File: src/rtl/rr_decode_arbiter_16_if.sv
// -----------------------------------------------------------------------------
// rr_decode_arbiter_16_if
//
// Bundles the request/grant signals of the 16-way round-robin arbiter.
//
// Signals:
//   en        requester side -> arbiter : arbitration enable (gates new grants)
//   req[15:0] requester side -> arbiter : request vector, bit n = requester n
//   gnt[15:0] arbiter -> requester side : one-hot grant, all-zero when idle
//   gnt_id    arbiter -> requester side : binary index of the current grantee
//   gnt_valid arbiter -> requester side : high while a grant is held
//   timeout   arbiter -> requester side : one-cycle pulse on a forced release
//
// Modports:
//   master : the requester side (drives en/req, observes the grant)
//   slave  : the arbiter (observes en/req, drives the grant)
// -----------------------------------------------------------------------------
interface rr_decode_arbiter_16_if;

    logic        en;
    logic [15:0] req;
    logic [15:0] gnt;
    logic [3:0]  gnt_id;
    logic        gnt_valid;
    logic        timeout;

    modport master (
        output en,
        output req,
        input  gnt,
        input  gnt_id,
        input  gnt_valid,
        input  timeout
    );

    modport slave (
        input  en,
        input  req,
        output gnt,
        output gnt_id,
        output gnt_valid,
        output timeout
    );

endinterface

File: src/rtl/rr_decode_arbiter_16.sv
// -----------------------------------------------------------------------------
// rr_decode_arbiter_16
//
// Round-robin arbiter sharing one resource among 16 requesters. A 4-bit
// winner index is chosen by a circular search starting at the priority
// pointer, then decoded 4-to-16 into a one-hot grant. A grant is held until
// its owner drops the request or, when MAX_HOLD is non-zero, until it has
// been held MAX_HOLD consecutive cycles.
//
// Parameters:
//   MAX_HOLD  maximum consecutive grant cycles (0 disables the timeout),
//             legal range 0..255
//
// Ports:
//   clk   input   single clock, all state updates on the rising edge
//   rst   input   synchronous, active-high reset; aborts any grant in progress
//   bus   slave   request/grant bundle (en, req in; gnt, gnt_id, gnt_valid,
//                 timeout out); every output is a register
// -----------------------------------------------------------------------------
module rr_decode_arbiter_16 #(
    parameter int MAX_HOLD = 8
) (
    input  logic                        clk,
    input  logic                        rst,
    rr_decode_arbiter_16_if.slave       bus
);

    typedef enum logic {
        IDLE = 1'b0,
        BUSY = 1'b1
    } state_t;

    localparam bit         HOLD_EN    = (MAX_HOLD != 0);
    localparam logic [7:0] HOLD_LIMIT = 8'(MAX_HOLD);

    // -------------------------------------------------------------------------
    // Helper functions
    // -------------------------------------------------------------------------

    // 4-to-16 one-hot decode of the winner index.
    function automatic logic [15:0] decode_1h(input logic [3:0] idx);
        logic [15:0] v;
        v = '0;
        v[idx] = 1'b1;
        return v;
    endfunction

    // Circular search from ptr upward: ptr, ptr+1, ..., 15, 0, ..., ptr-1.
    // Returns {found, index}. The loop runs from the farthest offset down to
    // offset 0 so that the nearest set bit is the last one written.
    function automatic logic [4:0] find_winner(input logic [15:0] req,
                                               input logic [3:0]  ptr);
        logic [4:0] res;
        logic [3:0] idx;
        res = '0;
        for (int i = 15; i >= 0; i--) begin
            idx = ptr + 4'(i);
            if (req[idx]) begin
                res = {1'b1, idx};
            end
        end
        return res;
    endfunction

    // Hold counter increment that sticks at 255 instead of wrapping.
    function automatic logic [7:0] sat_inc(input logic [7:0] v);
        return (v == 8'hFF) ? v : v + 8'd1;
    endfunction

    // -------------------------------------------------------------------------
    // State
    // -------------------------------------------------------------------------
    state_t      r_state;
    logic [3:0]  r_ptr;
    logic [7:0]  r_hold;
    logic [15:0] r_gnt;
    logic [3:0]  r_gnt_id;
    logic        r_gnt_valid;
    logic        r_timeout;

    state_t      w_state_nxt;
    logic [3:0]  w_ptr_nxt;
    logic [7:0]  w_hold_nxt;
    logic [15:0] w_gnt_nxt;
    logic [3:0]  w_gnt_id_nxt;
    logic        w_gnt_valid_nxt;
    logic        w_timeout_nxt;

    logic [4:0]  w_pick;
    logic        w_found;
    logic [3:0]  w_winner;
    logic        w_owner_req;
    logic        w_hold_hit;

    assign w_pick      = find_winner(bus.req, r_ptr);
    assign w_found     = w_pick[4];
    assign w_winner    = w_pick[3:0];
    assign w_owner_req = bus.req[r_gnt_id];
    // Only meaningful in BUSY; the counter is 1 on the first granted cycle.
    assign w_hold_hit  = HOLD_EN && (r_hold == HOLD_LIMIT);

    // -------------------------------------------------------------------------
    // Next-state and output decode
    // -------------------------------------------------------------------------
    always_comb begin
        w_state_nxt     = r_state;
        w_ptr_nxt       = r_ptr;
        w_hold_nxt      = r_hold;
        w_gnt_nxt       = r_gnt;
        w_gnt_id_nxt    = r_gnt_id;
        w_gnt_valid_nxt = r_gnt_valid;
        w_timeout_nxt   = 1'b0;

        unique case (r_state)
            IDLE: begin
                if (bus.en && w_found) begin
                    w_state_nxt     = BUSY;
                    w_gnt_id_nxt    = w_winner;
                    w_gnt_nxt       = decode_1h(w_winner);
                    w_gnt_valid_nxt = 1'b1;
                    w_hold_nxt      = 8'd1;
                end else begin
                    w_gnt_nxt       = '0;
                    w_gnt_valid_nxt = 1'b0;
                end
            end

            BUSY: begin
                // en is deliberately ignored here: it only blocks new grants.
                if (!w_owner_req || w_hold_hit) begin
                    w_state_nxt     = IDLE;
                    w_gnt_nxt       = '0;
                    w_gnt_valid_nxt = 1'b0;
                    w_ptr_nxt       = r_gnt_id + 4'd1;
                    // A simultaneous request drop counts as a normal release.
                    w_timeout_nxt   = w_owner_req && w_hold_hit;
                end else begin
                    w_hold_nxt      = sat_inc(r_hold);
                end
            end

            default: begin
                w_state_nxt     = IDLE;
                w_gnt_nxt       = '0;
                w_gnt_valid_nxt = 1'b0;
            end
        endcase
    end

    // -------------------------------------------------------------------------
    // Registers
    // -------------------------------------------------------------------------
    always_ff @(posedge clk) begin
        if (rst) begin
            r_state     <= IDLE;
            r_ptr       <= 4'h0;
            r_hold      <= 8'h00;
            r_gnt       <= 16'h0000;
            r_gnt_id    <= 4'h0;
            r_gnt_valid <= 1'b0;
            r_timeout   <= 1'b0;
        end else begin
            r_state     <= w_state_nxt;
            r_ptr       <= w_ptr_nxt;
            r_hold      <= w_hold_nxt;
            r_gnt       <= w_gnt_nxt;
            r_gnt_id    <= w_gnt_id_nxt;
            r_gnt_valid <= w_gnt_valid_nxt;
            r_timeout   <= w_timeout_nxt;
        end
    end

    assign bus.gnt       = r_gnt;
    assign bus.gnt_id    = r_gnt_id;
    assign bus.gnt_valid = r_gnt_valid;
    assign bus.timeout   = r_timeout;

endmodule

File: src/flat_wrapper.sv
// flat-port wrapper written by rule: the top's interface ports become plain ports
module rr_decode_arbiter_16_flat 
#(
    parameter int MAX_HOLD = 8
)
  (clk, rst, bus_en, bus_req, bus_gnt, bus_gnt_id, bus_gnt_valid, bus_timeout);
  rr_decode_arbiter_16_if bus_i ();
  input  logic clk;
  input  logic rst;
  input wire logic [$bits(bus_i.en)-1:0] bus_en;
  input wire logic [$bits(bus_i.req)-1:0] bus_req;
  output wire logic [$bits(bus_i.gnt)-1:0] bus_gnt;
  output wire logic [$bits(bus_i.gnt_id)-1:0] bus_gnt_id;
  output wire logic [$bits(bus_i.gnt_valid)-1:0] bus_gnt_valid;
  output wire logic [$bits(bus_i.timeout)-1:0] bus_timeout;
  assign bus_i.en = bus_en;
  assign bus_i.req = bus_req;
  assign bus_gnt = bus_i.gnt;
  assign bus_gnt_id = bus_i.gnt_id;
  assign bus_gnt_valid = bus_i.gnt_valid;
  assign bus_timeout = bus_i.timeout;
  rr_decode_arbiter_16 #(.MAX_HOLD(MAX_HOLD)) u_core (.clk(clk), .rst(rst), .bus(bus_i));
endmodule
File: config.mk
export PLATFORM = sky130hd
export DESIGN_NAME = rr_decode_arbiter_16_flat
export DESIGN_NICKNAME = d
export VERILOG_FILES = /design/src/rtl/rr_decode_arbiter_16_if.sv /design/src/rtl/rr_decode_arbiter_16.sv /design/src/flat_wrapper.sv
export SDC_FILE = /design/constraint.sdc
export NUM_CORES = 1
export LEC_CHECK = 0
export CORE_MARGIN = 2
export CORE_UTILIZATION = 40
export CTS_CLUSTER_SIZE = 30
export DETAILED_ROUTE_END_ITERATION = 8
export GPL_ROUTABILITY_DRIVEN = 0
export HOLD_SLACK_MARGIN = 0.15
export MAX_ROUTING_LAYER = met4
export PLACE_DENSITY_LB_ADDON = 0.12
export SYNTH_ARGS = -nofsm -noshare
export SYNTH_HDL_FRONTEND = slang
export SYNTH_SLANG_ARGS = --single-unit
File: constraint.sdc
create_clock -name clk -period 5.3 [get_ports clk]
set_clock_uncertainty 0.1 [all_clocks]
set_input_delay 1.325 -clock clk [delete_from_list [all_inputs] [get_ports clk]]
set_output_delay 1.325 -clock clk [all_outputs]
set_load 0.005 [all_outputs]
; Word level (Yosys, flattened, before mapping)
; Index checks and enable logic that the tools add are counted.
[totals]
regBits = 35
[op_classes]
add_sub_neg = 17
order_cmp = 19
n_eq_ne = 6
mux = 64
n_bitwise = 2
reduce_logical = 9
[op_table]
columns = cell, count
row1 = "< comparator 4 x 5 -> 1 bit, second input constant", 18
row2 = 2-to-1 mux 5 bit, 16
row3 = binary-select mux 1 bit (select 4 bit), 17
row4 = "adder 4 bit, second input constant", 8
row5 = 2-to-1 mux 16 bit, 2
row6 = one-hot mux 16 bit (2 select lines), 1
row7 = 2-to-1 mux 8 bit, 3
row8 = 2-to-1 mux 1 bit, 21
row9 = "adder 4 x 3 -> 4 bit, second input constant", 4
row10 = one-hot mux 8 bit (2 select lines), 1
row11 = "adder 4 x 1 -> 4 bit, second input constant", 2
row12 = "adder 4 x 2 -> 4 bit, second input constant", 2
row13 = "adder 8 x 1 -> 8 bit, second input constant", 1
row14 = "== test 8 x 4 -> 1 bit, second input constant", 1
row15 = "== test 8 bit, second input constant", 1
row16 = "inequality test 2 bit, second input constant", 3
row17 = demux 1 bit (select 4 bit), 1
row18 = "greater-or-equal comparator 4 x 1 -> 1 bit, second input constant", 1
row19 = one-hot mux 1 bit (2 select lines), 2
row20 = AND reduction 2 bit, 2
row21 = logical AND 1 bit, 3
row22 = AND reduction 3 bit, 1
row23 = OR reduction 3 bit, 1
row24 = "inequality test 2 x 1 -> 1 bit, second input constant", 1
row25 = 3 further kinds, 4

; Longest topological paths before layout
[depth]
word_depth = 25
ltp_mapped = 18
depth_no_buf = 11

; Worst setup path after synthesis
; OpenSTA, ideal clock, no wires.
[synth_timing]
path_kind = reg-to-reg
startpoint = register u_core.r_ptr[1]
endpoint = register u_core.r_gnt[0] (netlist: u_core.bus.gnt[0])
setup_time_ps = 59
t_arrival_ps = 4155
required_time_ps = 5141
path_slack_ps = 986
path_stages_with_launch = 17
period_less_slack_ps = 4314
cell_sequence = dfxtp_1 buf_6 buf_6 buf_2 buf_2 inv_1 ha_1 buf_6 mux2i_1 mux2i_1 mux4_2 or3_1 a221o_1 a211oi_2 a211oi_2 nor3_4 a22o_1
[synth_via]
elab_chain_cells = 25
word_cells_on_any_way = 71
[synth_lines]
columns = element, line
row1 = start: declaration, rr_decode_arbiter_16.sv:74  ; logic [3:0] r_ptr;
row2 = start signal: assignment, rr_decode_arbiter_16.sv:164  ; r_ptr <= w_ptr_nxt;
row3 = adder 4 bit, rr_decode_arbiter_16.sv:57  ; idx = ptr + 4'(i);
row4 = binary-select mux 1 bit (select 4 bit), rr_decode_arbiter_16.sv:58  ; if (req[idx]) begin
row5 = 2-to-1 mux 1 bit (not written as such), rr_decode_arbiter_16.sv:58
row6 = 2-to-1 mux 5 bit (15 in a row), rr_decode_arbiter_16.sv:58
row7 = 2-to-1 mux 5 bit (*), rr_decode_arbiter_16.sv:58
row8 = < comparator 4 x 5 -> 1 bit (not written as such) or greater-or-equal comparator 4 x 1 -> 1 bit (tied branches), rr_decode_arbiter_16.sv:44  ; v[idx] = 1'b1;
row9 = logical AND 1 bit (not written as such), rr_decode_arbiter_16.sv:44
row10 = 2-to-1 mux 1 bit (not written as such), rr_decode_arbiter_16.sv:44
row11 = demux 1 bit (select 4 bit), n/a
row12 = 2-to-1 mux 16 bit (*), rr_decode_arbiter_16.sv:116  ; if (bus.en && w_found) begin
row13 = one-hot mux 16 bit (2 select lines) (*), rr_decode_arbiter_16.sv:114  ; unique case (r_state)
row14 = end signal: assignment, rr_decode_arbiter_16.sv:166  ; r_gnt <= w_gnt_nxt;
row15 = end: declaration, rr_decode_arbiter_16.sv:76  ; logic [15:0] r_gnt;
; Mark *: on every way between the ends. The rest lies on a longest branch, timed or not. The select of a mux whose other input is x is not followed.
; A chain may end at the register's enable or synchronous reset.

; Final worst setup path
[layout_timing]
startpoint = register u_core.r_ptr[0]
endpoint = register u_core.r_gnt[3] (netlist: u_core.bus.gnt[3])
; Same word-level chain as after synthesis.

==> results.md <==
- TritonRoute pass-1 iters: 6
- VDD IR-drop max: between 0.0001 and 0.00015 V
- Fin Setup TNS: 0 ps
- Global route total overflow: 0
- FFs w/ async S/R, synth: 0%
- Synth Instances: 481
- Yosys top cell area share: roughly a fifth
- RSZ-0062 raised after global routing: false
- Crit path kind: register to register
- Clk slew on worst S/H paths: about 80 ps
- Worst slew margin: about 34%
- Final setup viols: 0
- Port Buffers: 40
- H-tree depth: 2
- Static Leak: ~1.7 nW
- Crit-path max FO: 22
- Critical Path Sink Type: register
- Share of layout cells above drive strength 1: between 10% and 20%
- Max Cap Violations: 0
- Syn_nets: slightly above 500
- Post-detail-place hpwl: 9950 um
- Top post-synthesis cells by count: 53 x nand2_1, 41 x mux2i_1, 41 x mux4_2
- Register area share after synthesis: between 10% and 20%
- Largest net degree at the start of global routing: 40
- Slew @ Worst Pin: around 1000 ps
- Design Area, Final: approximately 5000 um^2
- P per Cell Area: about 280 nW/um^2
- Vias/cell: between 6 and 7
- Post-CTS Setup Bufs: 0
- Die W: between 100 and 150 um
- Initial antenna violation count: 0
- Die area: approximately 12,000 um^2
- Post-synthesis cell type count: 82
- Number of synthesized flops with an enable pin: 0
- CP max-delay cell: ha_1
- Die H: between 100 and 150 um
- Syn Area/Cell: between 9 and 10 um^2
- GR Util All Layers: between 20% and 30%
- WL/cell: around 21 um
- Count leader, synth: nand2_1
- Final-report max-slew violation count: 0
- #FFs+latches synth: 35
- Minimum clock period: approximately 4700 ps
- Detailed Route Iter0 Violations: roughly 380
- CP arrival: 4850 ps
- Post-CTS sizing: 0
- CTS tree: done
- Status: completed
- CTS Buf Count: 5
- # rows: 38
- Number of global-route vias before repair: ~3,800
- Hold Path Class: register to register
- Top_reg_cell synth: dfxtp_1
- Drt total wl: 13,300 um
- CP top delay family: multiplexers
- Final core utilization: roughly 46%
- Fmax: about 210 MHz
- Total core area: between 10,000 and 15,000 um^2
- Root Driver: clkbuf_8
- Critical path's largest stage delay: approximately 770 ps
- ANT nets after route: 0
- # clock sinks: 35
- Bufs on Longest Clock Path: 2
- Synthesized cell area: ~4400 um^2
- Top cells by area, synth: mux4_2 21%, dfxtp_1 16%, mux2i_1 9.2%, nand2_1 4.5%, a21oi_1 3.0%
- Top-Level Pins: 41
- Critical path buffers and inverters: 1
- Detailed-route via count: 4,157
- Initial core utilization: 40.9%
- First-pass GRT wire length: around 21,000 um
- Antenna Cells: 0
- Final Net Count: roughly 530
- Yosys warning total: 0
- DP Area: ~5000 um^2
- Synth-to-Final Area Change: 12.8%
- Fin crit share: a little under 90%
- Crit start category: register
- Clock latency on the worst-skew pair: 290 ps
- CTS Hold Bufs: 0
- Synth area leader: mux4_2
- Worst-path cell chain: inv_2, ha_1, mux2i_1, mux2i_1, mux4_2, or3_1, a211oi_2, a211oi_2, a211o_1, nor3_2, a22o_1
- Residual DRC: 0
- Final hold violation count: 0
- Worst endpoint required time: approximately 5400 ps
## state kept, by name, indices dropped and copies added (netlist names)
signal / flops
u_core.r_ptr: 4
u_core.bus.gnt: 16
u_core.bus.gnt_valid: 1
u_core.bus.timeout: 1
u_core.r_state: 1
u_core.bus.gnt_id: 4
u_core.r_hold: 8
## placed cells by master (no fill, tap or decap), types with 10 or more instances in the layout
master,instances
a21oi_1,27
clkdlybuf4s50_1,40
xnor2_1,11
nand3_1,14
nor2_1,34
dfxtp_1,34
mux4_2,41
o21ai_0,10
o21ai_1,12
ha_1,10
mux2i_1,41
inv_1,12
nand2_1,53
## power by group
group          leakage, nW  switching (W)  internal (W)
Sequential           0.284      0.0000219      0.000277
Combinational         1.35       0.000493      0.000354
Clock               0.0612       0.000101      0.000152
Total                 1.70       0.000616      0.000783
## metal layers
layer  wire length [um]  track usage [%]  vias to the layer above
li1                   -                -                     1913
met1               6230             34.6                     2028
met2               5800             33.0                      189
met3                991             3.97                       27
met4                270             5.06                        0
met5                  0                -                        -
## cell families (layout without fill, tap and decap cells)
kind of cell,count (synthesis),after routing,share of synthesized area (%)
AO/OA/AOI/OAI,118,118,19.5
XOR/XNOR,21,21,4.48
adder cells (fa/ha/maj),10,10,2.82
buffers and inverters,50,73,5.70
flip-flops,35,35,15.8
multiplexers,98,98,35.4
AND/OR/NAND/NOR,149,149,16.3
## stage by stage
stage | setup WS (ps) | hold slack [ps] | power [W] | std cells
after floorplan | 986 | 342 | 0.000923 | 481
after global placement | 394 | 344 | 0.00113 | 636
after detailed placement | 417 | 346 | 0.00113 | 636
after CTS | 714 | 357 | 0.00138 | 644
after global routing | 397 | 366 | 0.00147 | 644
final | 593 | 352 | 0.00140 | 644
## worst min-delay path: cells and delay by family, from the launching register on
family / cells / cell delay, ps
and+or+nand+nor: 1 / 50
DFF: 1 / 310
AOI/OAI and AO/OA: 1 / 50
## final cells by class
cell class              instances  area, um^2
clock buffers                   6        82.6
clock inverters                 2        35.0
fillers                      1024        5830
inverters                      16        60.1
multi-input cells             396        3480
flip-flops and latches         35         702
well taps                     140         175
repair buffers                 49         468
## worst paths after layout
path	start	to	slack (ps)	cells after the start
max	u_core.r_ptr[0]	u_core.bus.gnt[3]	590	11
min	u_core.bus.gnt[13]	u_core.bus.gnt[13]	350	2
max reg2reg	u_core.r_ptr[0]	u_core.bus.gnt[3]	590	11
min reg2reg	u_core.bus.gnt[13]	u_core.bus.gnt[13]	350	2
Note: power is estimated with default switching activity, not from simulation.
